File: config.mk
export PLATFORM = sky130hd
export DESIGN_NAME = ai_decompressor_param
export DESIGN_NICKNAME = d
export VERILOG_FILES = /design/src/rtl/ai_decompressor_param.sv
export SDC_FILE = /design/constraint.sdc
export NUM_CORES = 1
export LEC_CHECK = 0
export CAP_MARGIN = 40
export CORE_UTILIZATION = 38
export CTS_CLUSTER_DIAMETER = 120
export CTS_CLUSTER_SIZE = 25
export DETAILED_ROUTE_END_ITERATION = 10
export GPL_TIMING_DRIVEN = 0
export PLACE_DENSITY = 0.57
export SYNTH_ARGS = -nofsm -noshare
export SYNTH_HDL_FRONTEND = slang
export SYNTH_SLANG_ARGS = --single-unit
File: constraint.sdc
create_clock -name clk -period 4.8 [get_ports clk]
set_input_delay 0.48 -clock clk [delete_from_list [all_inputs] [get_ports clk]]
set_output_delay 0.48 -clock clk [all_outputs]
set_load 0.05 [all_outputs]
File: src/rtl/ai_decompressor_param.sv
// Parametrised feature decompressor: raw passthrough plus
// anchor-based sample reconstruction with valid/ready flow control.
module ai_decompressor_param #(
  parameter int SW               = 8,
  parameter int NRAW             = 4,
  parameter int NOUT             = 4,
  parameter int IW               = 64,
  parameter bit ANCHOR_LSB_CLEAR = 1'b1
) (
  input  logic                       clk,
  input  logic                       rst,
  input  logic                       init,
  input  logic                       compress,
  input  logic [IW-1:0]              in_data,
  input  logic                       in_valid,
  output logic                       in_ready,
  output logic [(NOUT+NRAW)*SW-1:0]  out_data,
  output logic                       out_valid,
  input  logic                       out_ready
);

  localparam int L  = $clog2(NOUT);
  localparam int W2 = SW + L + 1;
  localparam int B  = 2 + 3 * SW;
  localparam int RW = NRAW * SW;
  localparam int OW = (NOUT + NRAW) * SW;
  localparam logic [SW-1:0] AMASK =
    {{(SW-1){1'b1}}, ~ANCHOR_LSB_CLEAR};

  typedef enum logic [1:0] {
    IDLE,
    CALC,
    EMIT
  } state_t;

  state_t          state;
  logic [1:0]      mode_q;
  logic [SW-1:0]   last_q;
  logic [SW-1:0]   act_q;
  logic [SW-1:0]   next_q;
  logic [SW-1:0]   d1_q;
  logic [SW-1:0]   d2_q;
  logic            m1_q;
  logic            m2_q;
  logic [RW-1:0]   raw_q;

  logic [SW-1:0]   last_w;
  logic [SW-1:0]   act_w;
  logic [SW-1:0]   next_w;
  logic [OW-1:0]   calc_w;

  logic [W2-1:0]   d1e;
  logic [W2-1:0]   d2e;
  logic [W2-1:0]   base_v;
  logic [W2-1:0]   term_v;
  logic [W2-1:0]   sum_v;
  logic            neg_v;
  logic            hold_v;

  assign in_ready = (state == IDLE);

  assign last_w = in_data[SW+1:2] & AMASK;
  assign act_w  = in_data[2*SW+1:SW+2] & AMASK;
  assign next_w = in_data[3*SW+1:2*SW+2] & AMASK;

  generate
    if (IW > B + RW) begin : g_spare
      logic unused_msbs;
      assign unused_msbs = ^in_data[IW-1:B+RW];
    end
  endgenerate

  assign d1e = W2'(d1_q);
  assign d2e = W2'(d2_q);

  always_comb begin
    calc_w = '0;
    base_v = '0;
    term_v = '0;
    sum_v  = '0;
    neg_v  = 1'b0;
    hold_v = 1'b0;
    for (int k = 0; k < NOUT; k++) begin
      base_v = W2'(last_q);
      neg_v  = m1_q;
      term_v = '0;
      hold_v = 1'b0;
      unique case (mode_q)
        2'd0: term_v = (d1e * W2'(k + 1)) >> L;
        2'd1: begin
          if (k == NOUT - 1) begin
            hold_v = 1'b1;
          end else begin
            for (int j = 1; j <= k + 1; j++)
              term_v = term_v + (d1e >> j);
          end
        end
        2'd2: begin
          if (k < NOUT / 2 - 1) begin
            term_v = (d1e * W2'(k + 1)) >> (L - 1);
          end else if (k == NOUT / 2 - 1) begin
            hold_v = 1'b1;
          end else begin
            base_v = W2'(act_q);
            neg_v  = m2_q;
            term_v = d2e >> (NOUT + 2 - k);
          end
        end
        default: hold_v = 1'b1;
      endcase
      sum_v = neg_v ? base_v - term_v : base_v + term_v;
      calc_w[OW-1-k*SW -: SW] = hold_v ? act_q : sum_v[SW-1:0];
    end
    calc_w[RW-1:0] = raw_q;
  end

  always_ff @(posedge clk) begin
    if (rst) begin
      state     <= IDLE;
      out_valid <= 1'b0;
      out_data  <= '0;
      mode_q    <= '0;
      last_q    <= '0;
      act_q     <= '0;
      next_q    <= '0;
      d1_q      <= '0;
      d2_q      <= '0;
      m1_q      <= 1'b0;
      m2_q      <= 1'b0;
      raw_q     <= '0;
    end else if (init) begin
      state     <= IDLE;
      out_valid <= 1'b0;
      out_data  <= '0;
    end else begin
      unique case (state)
        IDLE: begin
          if (in_valid && compress) begin
            mode_q <= in_data[1:0];
            last_q <= last_w;
            act_q  <= act_w;
            next_q <= next_w;
            raw_q  <= in_data[B+RW-1:B];
            m1_q   <= act_w < last_w;
            m2_q   <= next_w < act_w;
            d1_q   <= (act_w < last_w) ? last_w - act_w
                                       : act_w - last_w;
            d2_q   <= (next_w < act_w) ? act_w - next_w
                                       : next_w - act_w;
            state  <= CALC;
          end
        end
        CALC: begin
          out_data  <= calc_w;
          out_valid <= 1'b1;
          state     <= EMIT;
        end
        EMIT: begin
          if (out_ready) begin
            out_valid <= 1'b0;
            state     <= IDLE;
          end
        end
        default: state <= IDLE;
      endcase
    end
  end

endmodule
==> metrics, run 1 <==
Mapped Area=0.008438 mm^2; Logic pwr share=0.238; Net Sw Frac=0.3019; total power=3.220 mW; top cell type's share of synthesized area=0.3060; number of max-cap violations=0; pin count of the biggest net entering global routing=17; CP Data Required Time=5.07 ns; grt total ovfl=0; Tot GR Track Use=0.2288; area grow syn2layout=26.38%; synthesized net count=1,272; CP max FO=8; CTS Hold Buffers Added=0; fraction of layout cells with a size suffix above 1=0.04177; Via-to-Cell Ratio=5.114; Final Non-Filler Cells=1,549; GP Congestion=0.9162; Max-slew headroom=0.5455; Tcrit/Tclk final=0.9392; clock latency on the worst-skew pair=0.42 ns; fmax=221.8 MHz; H-tree level count=4; CTS tree=done; RSZ-0062 raised after global routing=no; Clock Tree Root=clkbuf_16; first-pass GRT wire length=39.80 mm; Clock Power Share=0.413; initial antenna violation count=0; Clk pin slew, worst setup/hold paths=0.06 ns; Seq pwr share=0.350; final hold vios=0; CTS max path bufs=2; Int Power=2.248 mW; Vias=7,921; DRC errors left=0; NumNets Final=1,417; critical path class=flip-flop to flip-flop; clk sinks=129; Std-Cell Rows=54; core area=0.02182 mm^2; antenna-violating nets left=0; Pwr Density=302.0 mW/mm^2; number of diodes=0; Crit path largest cell delay=0.59 ns; sequential-to-total area share from yosys stat=0.3060; Post-Route WL=25.62 mm; fill count=2,250; vias in the first global route=7,389; CTS Buf Count=17; DR iter-0 viols=525; FFs w/ async S/R, synth=0; total net switching power=0.9722 mW; endpoint type of the worst setup path=flip-flop; Die H=151.0 um; die area=0.02281 mm^2; Mean Syn Cell Area=7.595 um^2; WP buf/inv=3; leakage power=4.227 nW; I/O Buffers=126; Syn Inst Count=1,111; synth cell count leaders=nand2_1 (259), a21oi_1 (146), dfxtp_1 (129); Final Critical Period=4.508 ns; Worst Slack Setup Final=0.2917 ns; YS warnings=0; Critical Path Slowest Stage Cell=fa_2; dpl cells=1,517; io pins=136; count of final setup violators=0; starting density of the core=0.3867; Least-Margin Pin Slew=0.6818 ns; startpoint types=flip-flop; most numerous cell in the Yosys netlist=nand2_1; HP Class=flip-flop to flip-flop; Area contributors post-synth=dfxtp_1 (31%), ha_1 (12%), nand2_1 (12%); DR pass1 iterations=5; Synth area leader=dfxtp_1; setup tns final=0 ns; Die Width=151.0 um; Top FF cell, synth=dfxtp_1; Setup WS pre-CTS=0.1130 ns; critical path cell sequence=ha_1, fa_2, inv_1, fa_1, nand2b_1, a31oi_1, inv_1, ha_1, nand2_1, o21ai_2, inv_1, ha_1, o21a_1, o31a_1, o21ai_1, nand2b_1, a21oi_1, o21ai_1, xnor2_1, xnor2_1, o22ai_1; final slew viol count=0; Avg WL per Cell=16.54 um; Max IR drop VDD=0.0002677 V; status=finished clean; worst endpoint data arrival time=4.78 ns; Post-synth EDFFs=0; distinct cell type count after synthesis=59; clk_skew=0.009214 ns; Yosys reg bits=129; DP HPWL=20.56 mm; CP top delay family=adder cells
cells in the final DEF (no fill, tap or decap), types with 6 or more instances in the layout:
cell / n
nor2_1: 54
and2_1: 6
o21ai_0: 40
nor3_1: 7
buf_1: 8
o21ai_1: 8
nand3b_1: 6
clkdlybuf4s50_1: 126
nand2b_1: 8
clkbuf_16: 17
mux2_2: 6
nand3_1: 6
inv_1: 74
nand2_1: 259
clkbuf_1: 49
o21bai_1: 10
dfxtp_1: 128
a21oi_1: 146
mux2i_1: 10
or3_1: 6
xor2_1: 12
a31oi_1: 6
a211oi_1: 15
nor2b_1: 10
ha_1: 81
o211ai_1: 19
a21o_1: 21
fa_1: 9
xnor2_1: 39
cell families after synthesis:
kind of cell	share of synthesized area
AOI/OAI and AO/OA	0.2291
xor gates and xnor gates	0.05294
adders and majority gates	0.1438
buffers and inverters	0.05828
DFF	0.3061
muxes	0.01987
and+or+nand+nor	0.1899
layer usage:
metal | global-route usage | part of all wire | vias to the layer above
li1 | - | - | 4078
met1 | 0.3215 | 0.48 | 3609
met2 | 0.3619 | 0.45 | 207
met3 | 0.03434 | 0.045 | 27
met4 | 0.06250 | 0.018 | 0
met5 | 0 | 0 | -
path summary, 6_finish.rpt:
check,from,cells past startpoint,slack (ns),end
setup / recovery,d1_q[2]$_SDFFE_PP0P_,21,0.29,out_data[47]$_SDFFE_PP0P_
hold reg to reg,raw_q[8]$_SDFFE_PP0P_,2,0.45,out_data[8]$_SDFFE_PP0P_
hold / removal,raw_q[8]$_SDFFE_PP0P_,2,0.45,out_data[8]$_SDFFE_PP0P_
setup reg to reg,d1_q[2]$_SDFFE_PP0P_,21,0.29,out_data[47]$_SDFFE_PP0P_
layout make-up:
cell class	instances	area [um^2]	area share
tap	280	350.3	0.03285
multi-input combinational	851	5370	0.5036
clock buffer	17	425.4	0.03989
inverter	74	277.8	0.02605
sequential	129	2584	0.2423
timing repair buffer	126	1261	0.1183
buffer	57	214.0	0.02006
clock inverter	15	181.4	0.01701
power groups by stage:
stage	Combinational (mW)	Clock (mW)	Sequential (mW)
2_1_floorplan	0.531	0	1.15
3_3_place_gp	0.755	0	1.15
3_5_place_dp	0.759	0	1.15
4_1_cts	0.763	1.35	1.13
5_1_grt	0.848	1.40	1.13
6_report	0.766	1.33	1.13
what timing repair did:
action	in CTS	in global routing
gates resized for setup	0	4
hold endpoints to repair	0	0
setup endpoints to repair	0	2
setup buffers	0	0
state kept, by name (all words and copies together), names as in the netlist:
register / count
m2_q: 1
mode_q: 2
out_data: 64
last_q: 7
state: 2
m1_q: 1
act_q: 7
d2_q: 5
raw_q: 32
d1_q: 7
out_valid: 1
worst register-to-register path, stage by stage, from the launching register on:
cell      delay, ns
dfxtp_2        0.38
ha_1           0.25
fa_2           0.59
inv_1          0.07
fa_1           0.43
nand2b_1       0.15
a31oi_1        0.21
inv_1          0.10
ha_1           0.28
nand2_1        0.05
o21ai_2        0.09
inv_1          0.07
ha_1           0.27
o21a_1         0.17
o31a_1         0.11
o21ai_1        0.19
nand2b_1       0.08
a21oi_1        0.21
o21ai_1        0.13
xnor2_1        0.15
xnor2_1        0.26
o22ai_1        0.13
through the flow:
step | util | hold slack (ns) | instance area [um^2]
finish | 0.4886 | 0.4462 | 10660
global route | 0.4886 | 0.4673 | 10660
CTS | 0.4883 | 0.4527 | 10660
detailed placement | 0.4605 | 0.4429 | 10050
global placement | 0.4605 | 0.4375 | 10050
floorplan | - | 0.4321 | 8438
Note: power is estimated with default switching activity, not from simulation.
==> inputs of run 2 (changes only) <==
CORE_UTILIZATION = 36   (was 38)
PLACE_DENSITY = 0.54   (was 0.57)
==> run 2 against run 1 <==
  * Die area rose by 5.5%
  * Maximum frequency rose by 0.84%
  * Global-route usage down 0.66 points
  * Count of clock-buffer cells in the layout stayed put
  * Clock skew down 0.0010 ns
  * Highest routed layer unchanged
  * Clock power grew 8%
  * Wire length increased by 1.7%
  * Power rose by 3.2%
  * Critical path type unchanged
  * Critical endpoint unchanged
  * Critical path depth did not move
  * Setup slack improved by 0.037 ns
  * Sequential cell count unchanged
==> metrics, run 2 (synthesized netlist as in run 1, its figures left out) <==
CP Data Required Time=5.07 ns (about the same); Avg WL per Cell=16.48 um (was 16.54 um); pin count of the biggest net entering global routing=17 (unchanged); Crit path largest cell delay=0.58 ns (was 0.59 ns); Clk pin slew, worst setup/hold paths=0.06 ns (about the same); Vias=7,936 (was 7,921); Critical Path Slowest Stage Cell=fa_1 (was fa_2); Via-to-Cell Ratio=5.020 (was 5.114); number of diodes=0 (unchanged); NumNets Final=1,417 (unchanged); DR pass1 iterations=5 (unchanged); starting density of the core=0.3693 (was 0.3867); die area=0.02406 mm^2 (was 0.02281 mm^2); critical path cell sequence=ha_1, fa_1, inv_1, fa_1, nand2b_1, a31oi_2, inv_1, ha_1, nand2_1, o21ai_2, inv_1, ha_1, o21a_1, o31a_1, o21ai_1, nand2b_1, a21oi_2, o21ai_1, xnor2_1, xnor2_1, o22ai_1 (was ha_1, fa_2, inv_1, fa_1, nand2b_1, a31oi_1, inv_1, ha_1, nand2_1, o21ai_2, inv_1, ha_1, o21a_1, o31a_1, o21ai_1, nand2b_1, a21oi_1, o21ai_1, xnor2_1, xnor2_1, o22ai_1); post-CTS setup repair buffer count=0 (unchanged); CTS tree=done (unchanged); Final Critical Period=4.471 ns (was 4.508 ns); I/O Buffers=126 (unchanged); Tot GR Track Use=0.2222 (was 0.2288); CTS max path bufs=2 (unchanged); antenna-violating nets left=0 (unchanged); commonest cells after routing, fill and taps aside=nand2_1 (259), a21oi_1 (145), dfxtp_1 (128) (was nand2_1 (259), a21oi_1 (146), dfxtp_1 (128)); core area=0.02285 mm^2 (was 0.02182 mm^2); DRC errors left=0 (unchanged); Hold Path Origin=raw_q[27]$_SDFFE_PP0P_ (was raw_q[8]$_SDFFE_PP0P_); status=finished clean (unchanged); setup tns final=0 ns (unchanged); fill count=2,394 (was 2,250); fmax=223.7 MHz (was 221.8 MHz); critical path class=flip-flop to flip-flop (unchanged); Max-slew headroom=0.5453 (was 0.5455); Die H=155.1 um (was 151.0 um); Std-Cell Rows=55 (was 54); area grow syn2layout=27.48% (was 26.38%); max reg flops=64 (unchanged); PostCTS Resize Cnt=0 (unchanged); FF-to-FF path depth=21 (unchanged); Setup crit start=d1_q[2]$_SDFFE_PP0P_ (unchanged); CTS Buf Count=17 (unchanged); final hold vios=0 (unchanged); grt total ovfl=0 (unchanged); fraction of layout cells with a size suffix above 1=0.04180 (was 0.04177); hold depth=2 (unchanged); total power=3.324 mW (was 3.220 mW); Regs by FF count=out_data: 64 flops, raw_q: 32 flops (unchanged); startpoint types=flip-flop (unchanged); count of final setup violators=0 (unchanged); Least-Margin Pin Slew=0.6820 ns (was 0.6818 ns); Max IR drop VDD=0.0002103 V (was 0.0002677 V); clock latency on the worst-skew pair=0.41 ns (was 0.42 ns); first-pass GRT wire length=41.17 mm (was 39.80 mm); Worst Slack Setup Final=0.3291 ns (was 0.2917 ns); clk_skew=0.008210 ns (was 0.009214 ns); worst endpoint data arrival time=4.74 ns (was 4.78 ns); DP HPWL=21.12 mm (was 20.56 mm); CP max FO=8 (unchanged); HP Class=flip-flop to flip-flop (unchanged); GP Congestion=0.9190 (was 0.9162); number of max-cap violations=0 (unchanged); Post-Route WL=26.06 mm (was 25.62 mm); fin util=0.4708 (was 0.4886); Pwr Density=309.0 mW/mm^2 (was 302.0 mW/mm^2); clk sinks=129 (unchanged); Clock Tree Root=clkbuf_16 (unchanged); largest register by flop count=out_data (unchanged); H-tree level count=4 (unchanged); Setup WS pre-CTS=0.07322 ns (was 0.1130 ns); vias in the first global route=7,602 (was 7,389); RSZ-0062 raised after global routing=no (unchanged); CTS Hold Buffers Added=0 (unchanged); Die Width=155.1 um (was 151.0 um); most common cell after layout, fill and taps aside=nand2_1 (unchanged); final slew viol count=0 (unchanged); reg2reg start=d1_q[2]$_SDFFE_PP0P_ (unchanged); DR iter-0 viols=435 (was 525); Tcrit/Tclk final=0.9314 (was 0.9392); leakage power=4.254 nW (was 4.227 nW); initial antenna violation count=0 (unchanged); io pins=136 (unchanged); endpoint type of the worst setup path=flip-flop (unchanged)
-- run 2: metrics by stage --
step / cell area (um^2) / std cells / hold slack (ns)
2_1_floorplan: 8438 / 1111 / 0.4321
3_3_place_gp: 10090 / 1550 / 0.4384
3_5_place_dp: 10090 / 1550 / 0.4421
4_1_cts: 10740 / 1581 / 0.4469
5_1_grt: 10760 / 1581 / 0.4613
6_report: 10760 / 1581 / 0.4476
-- run 2: worst paths after layout --
path                                                  end  slack (ns)
worst max-delay path            out_data[47]$_SDFFE_PP0P_        0.33
worst min-delay path            out_data[27]$_SDFFE_PP0P_        0.45
worst max register to register  out_data[47]$_SDFFE_PP0P_        0.33
worst min register to register  out_data[27]$_SDFFE_PP0P_        0.45
-- run 2: power by group --
group	total, mW	internal, mW	switching [mW]
registers	1.13	1.09	0.0311
logic	0.769	0.332	0.437
clock network	1.43	0.928	0.500
-- run 2: area by class of cell --
cell class | count | area (um^2) | share of cell area
well taps | 313 | 391.6 | 0.03641
inverters | 74 | 277.8 | 0.02582
multi-input cells | 851 | 5378 | 0.4999
flip-flops and latches | 129 | 2584 | 0.2402
clock inverters | 14 | 225.2 | 0.02094
repair buffers | 126 | 1261 | 0.1172
plain buffers | 57 | 214.0 | 0.01989
clock buffers | 17 | 425.4 | 0.03955
-- run 2: critical path, delay by kind of cell (launching register included) --
kind | cells | cell delay, ns
flip-flops | 1 | 0.38
XOR/XNOR | 2 | 0.39
buffers and inverters | 3 | 0.24
adder cells (fa/ha/maj) | 5 | 1.81
AND/OR/NAND/NOR | 3 | 0.32
AO/OA/AOI/OAI | 8 | 1.17
-- run 2: routing by layer --
metal	GRT usage	share of wire	vias to the layer above	wire length, um
li1	-	-	4073	-
met3	0.02869	0.029	38	763
met1	0.3132	0.50	3651	13050
met4	0.07449	0.026	0	686
met5	0	0	-	0
met2	0.3483	0.44	174	11560
==> inputs of run 3 (changes only) <==
ABC_CLOCK_PERIOD_IN_PS = 4800   (was unset)
==> results of run 3 <==
Final layout, timing and power as in run 2 (identical DEF).
